$ cat src/rtl/imem_loader_pkg.sv
// Shared definitions for the instruction-memory boot loader: state encoding and stream framing constants.
package imem_loader_pkg;

  typedef enum logic [2:0] {
    HDR_HI = 3'd0,
    HDR_LO = 3'd1,
    DATA   = 3'd2,
    CHECK  = 3'd3,
    RUN    = 3'd4,
    ERROR  = 3'd5
  } state_t;

  localparam int HDR_BYTES      = 2;
  localparam int BYTES_PER_WORD = 4;
  localparam int WORD_SHIFT     = 2;

endpackage

$ cat src/rtl/imem_boot_loader_byte_word_assembler.sv
// Packs accepted bytes MSB-first into 32-bit words; word_valid pulses for one cycle after the 4th byte.
module byte_word_assembler
  import imem_loader_pkg::*;
(
  input  logic        clock,
  input  logic        reset,
  input  logic        clear,
  input  logic        byte_valid,
  input  logic [7:0]  byte_data,
  output logic [31:0] word,
  output logic        word_valid
);

  logic [1:0]  cnt_q, cnt_d;
  logic [23:0] shift_q, shift_d;
  logic [31:0] word_q, word_d;
  logic        valid_q, valid_d;

  always_comb begin
    cnt_d   = cnt_q;
    shift_d = shift_q;
    word_d  = word_q;
    valid_d = 1'b0;
    if (byte_valid) begin
      if (cnt_q == 2'(BYTES_PER_WORD - 1)) begin
        word_d  = {shift_q, byte_data};
        valid_d = 1'b1;
        cnt_d   = 2'd0;
      end else begin
        shift_d = {shift_q[15:0], byte_data};
        cnt_d   = cnt_q + 2'd1;
      end
    end
    // An abort drops any partially gathered word and any pending write.
    if (clear) begin
      cnt_d   = 2'd0;
      valid_d = 1'b0;
    end
  end

  always_ff @(posedge clock) begin
    if (!reset) begin
      cnt_q   <= 2'd0;
      shift_q <= 24'd0;
      word_q  <= 32'd0;
      valid_q <= 1'b0;
    end else begin
      cnt_q   <= cnt_d;
      shift_q <= shift_d;
      word_q  <= word_d;
      valid_q <= valid_d;
    end
  end

  assign word       = word_q;
  assign word_valid = valid_q;

endmodule

$ cat src/rtl/imem_boot_loader.sv
// Boot loader: parses a 16-bit word-count header, writes the byte stream as words into instruction memory.
// Optional trailing checksum byte enabled by defining IMEM_LOADER_CHECKSUM_EN.
module imem_boot_loader
  import imem_loader_pkg::*;
#(
  parameter int          MEM_SIZE  = 128,
  parameter logic [31:0] BASE_ADDR = 32'h0
) (
  input  logic        clock,
  input  logic        reset,
  input  logic        reload,
  input  logic        in_valid,
  input  logic [7:0]  in_data,
  output logic        in_ready,
  output logic        mem_we,
  output logic [31:0] mem_addr,
  output logic [31:0] mem_wdata,
  output logic        cpu_stall,
  output logic        load_done,
  output logic        load_error
);

`ifdef IMEM_LOADER_CHECKSUM_EN
  localparam state_t POST_DATA = CHECK;
  logic [7:0] sum_q, sum_d;
`else
  localparam state_t POST_DATA = RUN;
`endif

  state_t      state_q, state_d;
  logic [7:0]  n_hi_q, n_hi_d;
  logic [15:0] n_q, n_d;
  logic [15:0] k_q, k_d;
  logic [31:0] word;
  logic        word_valid;
  logic        last_word_wr;
  logic        xfer;
  logic        byte_take;

  // While the final word is being written the image is complete, so no further byte is taken in DATA.
  assign last_word_wr = word_valid && (k_q == n_q - 16'd1);

  always_comb begin
    in_ready = 1'b0;
    case (state_q)
      HDR_HI, HDR_LO, CHECK: in_ready = 1'b1;
      DATA:                  in_ready = ~last_word_wr;
      default:               in_ready = 1'b0;
    endcase
    if (reload) in_ready = 1'b0;
  end

  assign xfer      = in_valid & in_ready;
  assign byte_take = xfer && (state_q == DATA);

  byte_word_assembler u_asm (
    .clock      (clock),
    .reset      (reset),
    .clear      (reload),
    .byte_valid (byte_take),
    .byte_data  (in_data),
    .word       (word),
    .word_valid (word_valid)
  );

  assign mem_we     = word_valid & ~reload;
  assign mem_wdata  = word;
  assign mem_addr   = BASE_ADDR + ({16'd0, k_q} << WORD_SHIFT);
  assign cpu_stall  = (state_q != RUN);
  assign load_done  = (state_q == RUN);
  assign load_error = (state_q == ERROR);

  always_comb begin
    state_d = state_q;
    n_hi_d  = n_hi_q;
    n_d     = n_q;
    k_d     = k_q;
`ifdef IMEM_LOADER_CHECKSUM_EN
    sum_d   = sum_q;
    if (byte_take) sum_d = sum_q + in_data;
`endif
    case (state_q)
      HDR_HI: begin
        if (xfer) begin
          n_hi_d  = in_data;
          state_d = HDR_LO;
        end
      end
      HDR_LO: begin
        if (xfer) begin
          n_d = {n_hi_q, in_data};
          if (n_d == 16'd0)                state_d = POST_DATA;
          else if (n_d > 16'(MEM_SIZE))    state_d = ERROR;
          else                             state_d = DATA;
        end
      end
      DATA: begin
        if (mem_we) begin
          k_d = k_q + 16'd1;
          if (last_word_wr) state_d = POST_DATA;
        end
      end
      CHECK: begin
`ifdef IMEM_LOADER_CHECKSUM_EN
        if (xfer) state_d = (in_data == sum_q) ? RUN : ERROR;
`endif
      end
      default: state_d = state_q;
    endcase
    if (reload) begin
      state_d = HDR_HI;
      k_d     = 16'd0;
`ifdef IMEM_LOADER_CHECKSUM_EN
      sum_d   = 8'd0;
`endif
    end
  end

  always_ff @(posedge clock) begin
    if (!reset) begin
      state_q <= HDR_HI;
      n_hi_q  <= 8'd0;
      n_q     <= 16'd0;
      k_q     <= 16'd0;
`ifdef IMEM_LOADER_CHECKSUM_EN
      sum_q   <= 8'd0;
`endif
    end else begin
      state_q <= state_d;
      n_hi_q  <= n_hi_d;
      n_q     <= n_d;
      k_q     <= k_d;
`ifdef IMEM_LOADER_CHECKSUM_EN
      sum_q   <= sum_d;
`endif
    end
  end

endmodule

$ cat config.mk
export PLATFORM = sky130hd
export DESIGN_NAME = imem_boot_loader
export DESIGN_NICKNAME = d
export VERILOG_FILES = /design/src/rtl/imem_loader_pkg.sv /design/src/rtl/imem_boot_loader_byte_word_assembler.sv /design/src/rtl/imem_boot_loader.sv
export SDC_FILE = /design/constraint.sdc
export NUM_CORES = 1
export LEC_CHECK = 0
export ABC_CLOCK_PERIOD_IN_PS = 3280
export CELL_PAD_IN_SITES_DETAIL_PLACEMENT = 0
export CELL_PAD_IN_SITES_GLOBAL_PLACEMENT = 1
export CORE_ASPECT_RATIO = 0.75
export CORE_MARGIN = 5
export CORE_UTILIZATION = 36
export DETAILED_ROUTE_END_ITERATION = 8
export GPL_ROUTABILITY_DRIVEN = 0
export PLACE_DENSITY = 0.87
export SLEW_MARGIN = 15
export SYNTH_ARGS = -nofsm -noshare
export SYNTH_HDL_FRONTEND = slang
export SYNTH_SLANG_ARGS = --single-unit
$ cat constraint.sdc
create_clock -name clock -period 3.28 [get_ports clock]
set_clock_uncertainty 0.1 [all_clocks]
set_input_delay 0.328 -clock clock [delete_from_list [all_inputs] [get_ports clock]]
set_output_delay 0.328 -clock clock [all_outputs]
set_load 0.02 [all_outputs]
==> reports/summary.txt <==
Core area: 12,800 µm²
Commonest non-fill, non-tap cell in the layout: nand2_1
Min Tclk post-route: 3180 ps
Vias per cell: 4.89
Peak VDD IR: 0.274 mV
Seq cells post-synth: 102
Crit end category: flop
Clk sinks: 102
Worst Hold Depth: 2
Tot Pwr: 2400 µW
Pwr Density: 413 nW/µm²
Fillers: 1,184
Die X-Extent: 141 µm
Top area cells in the synthesized netlist: dfxtp_1 44%, mux2i_1 14%, nand2_1 8.6%
Hold wc startpoint: u_asm.word[30]
Drt first-iter violations: 160
Max FO, Critical Path: 16
Setup repair bufs after CTS: 0
N_diodes: 0
Total CTS buffers: 9
Clock Latency Late Sink: 340 ps
Nets: 590
Final period utilization: 0.969
Hold buffers post-CTS: 0
Max H-tree Level: 3
Register area: 2040 µm²
Antenna violations before repair: 0
Pin count of the biggest net entering global routing: 41
Vias post-DR: 3,670
Leading area contributor after synthesis: dfxtp_1
Worst flop-to-flop path startpoint: n_q[0]
Worst-path clk slew: 70 ps
Drt total wl: 10,900 µm
Post-synth top area share: 0.438
# Max-Cap Violations: 0
DR WL met2: 4980 µm
Max clock buf depth: 2
Die Area: 15,400 µm²
Syn Std Cell Area: 4670 µm²
Placed instance area: 5490 µm²
Final setup violation count: 0
Top Layer Used: met4
Drt pass-1 iters: 4
Multi-input logic area: 2420 µm²
TritonCTS clock tree: yes
Synth async-reset ratio: 0
Seq/Total Area, Yosys: 0.438
Syn Area/Cell: 9.22 µm²
Reg2Reg Setup Slack: 100 ps
Port buffer count: 64
# rows: 36
Cells after Synth: 506
Average wire per standard cell: 14.5 µm
R2r endpoint: u_asm.word[12]
Crit path kind: flop to flop
Yosys warning count: 0
Slew Limit Fails: 0
Util after Layout: 0.452
Root Buffer: clkbuf_16
Die boundary height: 109 µm
Hold worst-path end: u_asm.word[30]
Met3 WL: 649 µm
First-pass GRT wire length: 17,700 µm
Slew @ Worst Pin: 819 ps
Area Overhead vs Synth: 24.5%
Min-delay worst type: flop to flop
Gr usage total: 0.145
M1 WL: 5160 µm
Worst EP required: 3450 ps
Status: finished clean
Drc violations: 0
Final Hold Vio Count: 0
Grt total ovfl: 0
Worst Setup SP: n_q[0]
Worst relative slew slack: 0.454
Final ANT Viol Nets: 0
Starting density of the core: 0.364
Worst Reg-to-Reg Cells: 9
Leak Pwr: 0.00236 µW
Vias in the first global route: 3,549
Finished Cell Area: 5810 µm²
CP startpoint kind: flop
HPWL after DPL: 8080 µm
Most frequent cells in the layout: 107 x nand2_1, 102 x dfxtp_1, 65 x mux2i_1, 62 x clkdlybuf4s50_1, 28 x nor2_1
Share of cells above drive strength 1: 0.0983
I/O pins: 81
Highest clock rate: 315 MHz
Synth Flop Type: dfxtp_1
Post-synth cell types: 51
EDFF count, synth: 0
Critical path arrival: 3350 ps
-- cells by family after synthesis --
| logic type | synth area share |
|---|---|
| compound gates | 0.0590 |
| simple gates | 0.227 |
| mux | 0.139 |
| fa+ha+maj | 0.00804 |
| other cells | 0.000804 |
| buf+inv | 0.0662 |
| flops | 0.438 |
| xor+xnor | 0.0619 |
-- flip-flops by register name, indices dropped and copies added, names as in the netlist --
name	count
n_q	16
u_asm.cnt_q	2
u_asm.shift_q	24
u_asm.word_valid	1
n_hi_q	8
state_q	3
k_q	16
u_asm.word	32
-- what timing repair did --
action / CTS / global route
endpoints found under the hold margin: 0 / 0
endpoints found under the setup margin: 29 / 5
pin swaps: 1 / 3
gates resized for setup: 11 / 4
-- cell usage after synthesis, drive strengths merged, types with 8 or more instances --
library cell / number
nor2: 28
dfxtp: 102
mux2i: 65
xor2: 21
a21boi: 17
xnor2: 12
buf: 21
nand3: 13
nor2b: 11
clkbuf: 21
or4: 8
nand2: 107
-- final cells by class --
type / instances / share of cell area
Clock inverter: 6 / 0.00905
Multi-Input combinational cell: 370 / 0.416
Tap cell: 171 / 0.0368
Timing Repair Buffer: 85 / 0.142
Clock buffer: 10 / 0.0394
Inverter: 7 / 0.00452
Sequential cell: 102 / 0.352
-- how the worst max path moves through the flow --
stage	endpoint	cells past startpoint
floorplan	u_asm.word[10]	10
global placement	in_ready	7
detailed placement	in_ready	8
CTS	in_ready	7
global route	in_ready	11
finish	u_asm.word[12]	9
-- critical path, stage by stage (launching register included) --
cell and delay, ps:
dfxtp_1 320, or4_4 570, buf_4 180, o21ai_1 220
nor4bb_4 380, o32ai_2 170, or4_4 560, nand3_4 200
buf_12 200, mux2i_1 210
-- routing by layer --
layer | vias to the layer above | track usage
met4 | 0 | 0.0397
met5 | - | 0
met2 | 92 | 0.233
li1 | 1825 | -
met1 | 1740 | 0.191
met3 | 13 | 0.0424
-- stage by stage --
stage,hold slack (ps),cells,worst slack (ps),TNS (ps)
6_report,363,751,100,0
4_1_cts,364,751,20.3,0
3_5_place_dp,354,735,-155,-637
3_3_place_gp,348,735,37.5,0
5_1_grt,385,751,-15.5,-15.5
2_1_floorplan,342,521,208,0
-- where the power goes --
part	internal (µW)	switching, µW	leakage [µW]	total [µW]
Sequential	1240	5.39	0.000822	1250
Combinational	44.3	80.7	0.00141	125
Clock	529	498	0.000132	1030
Total	1820	584	0.00236	2400
Note: power is estimated with default switching activity, not from simulation.
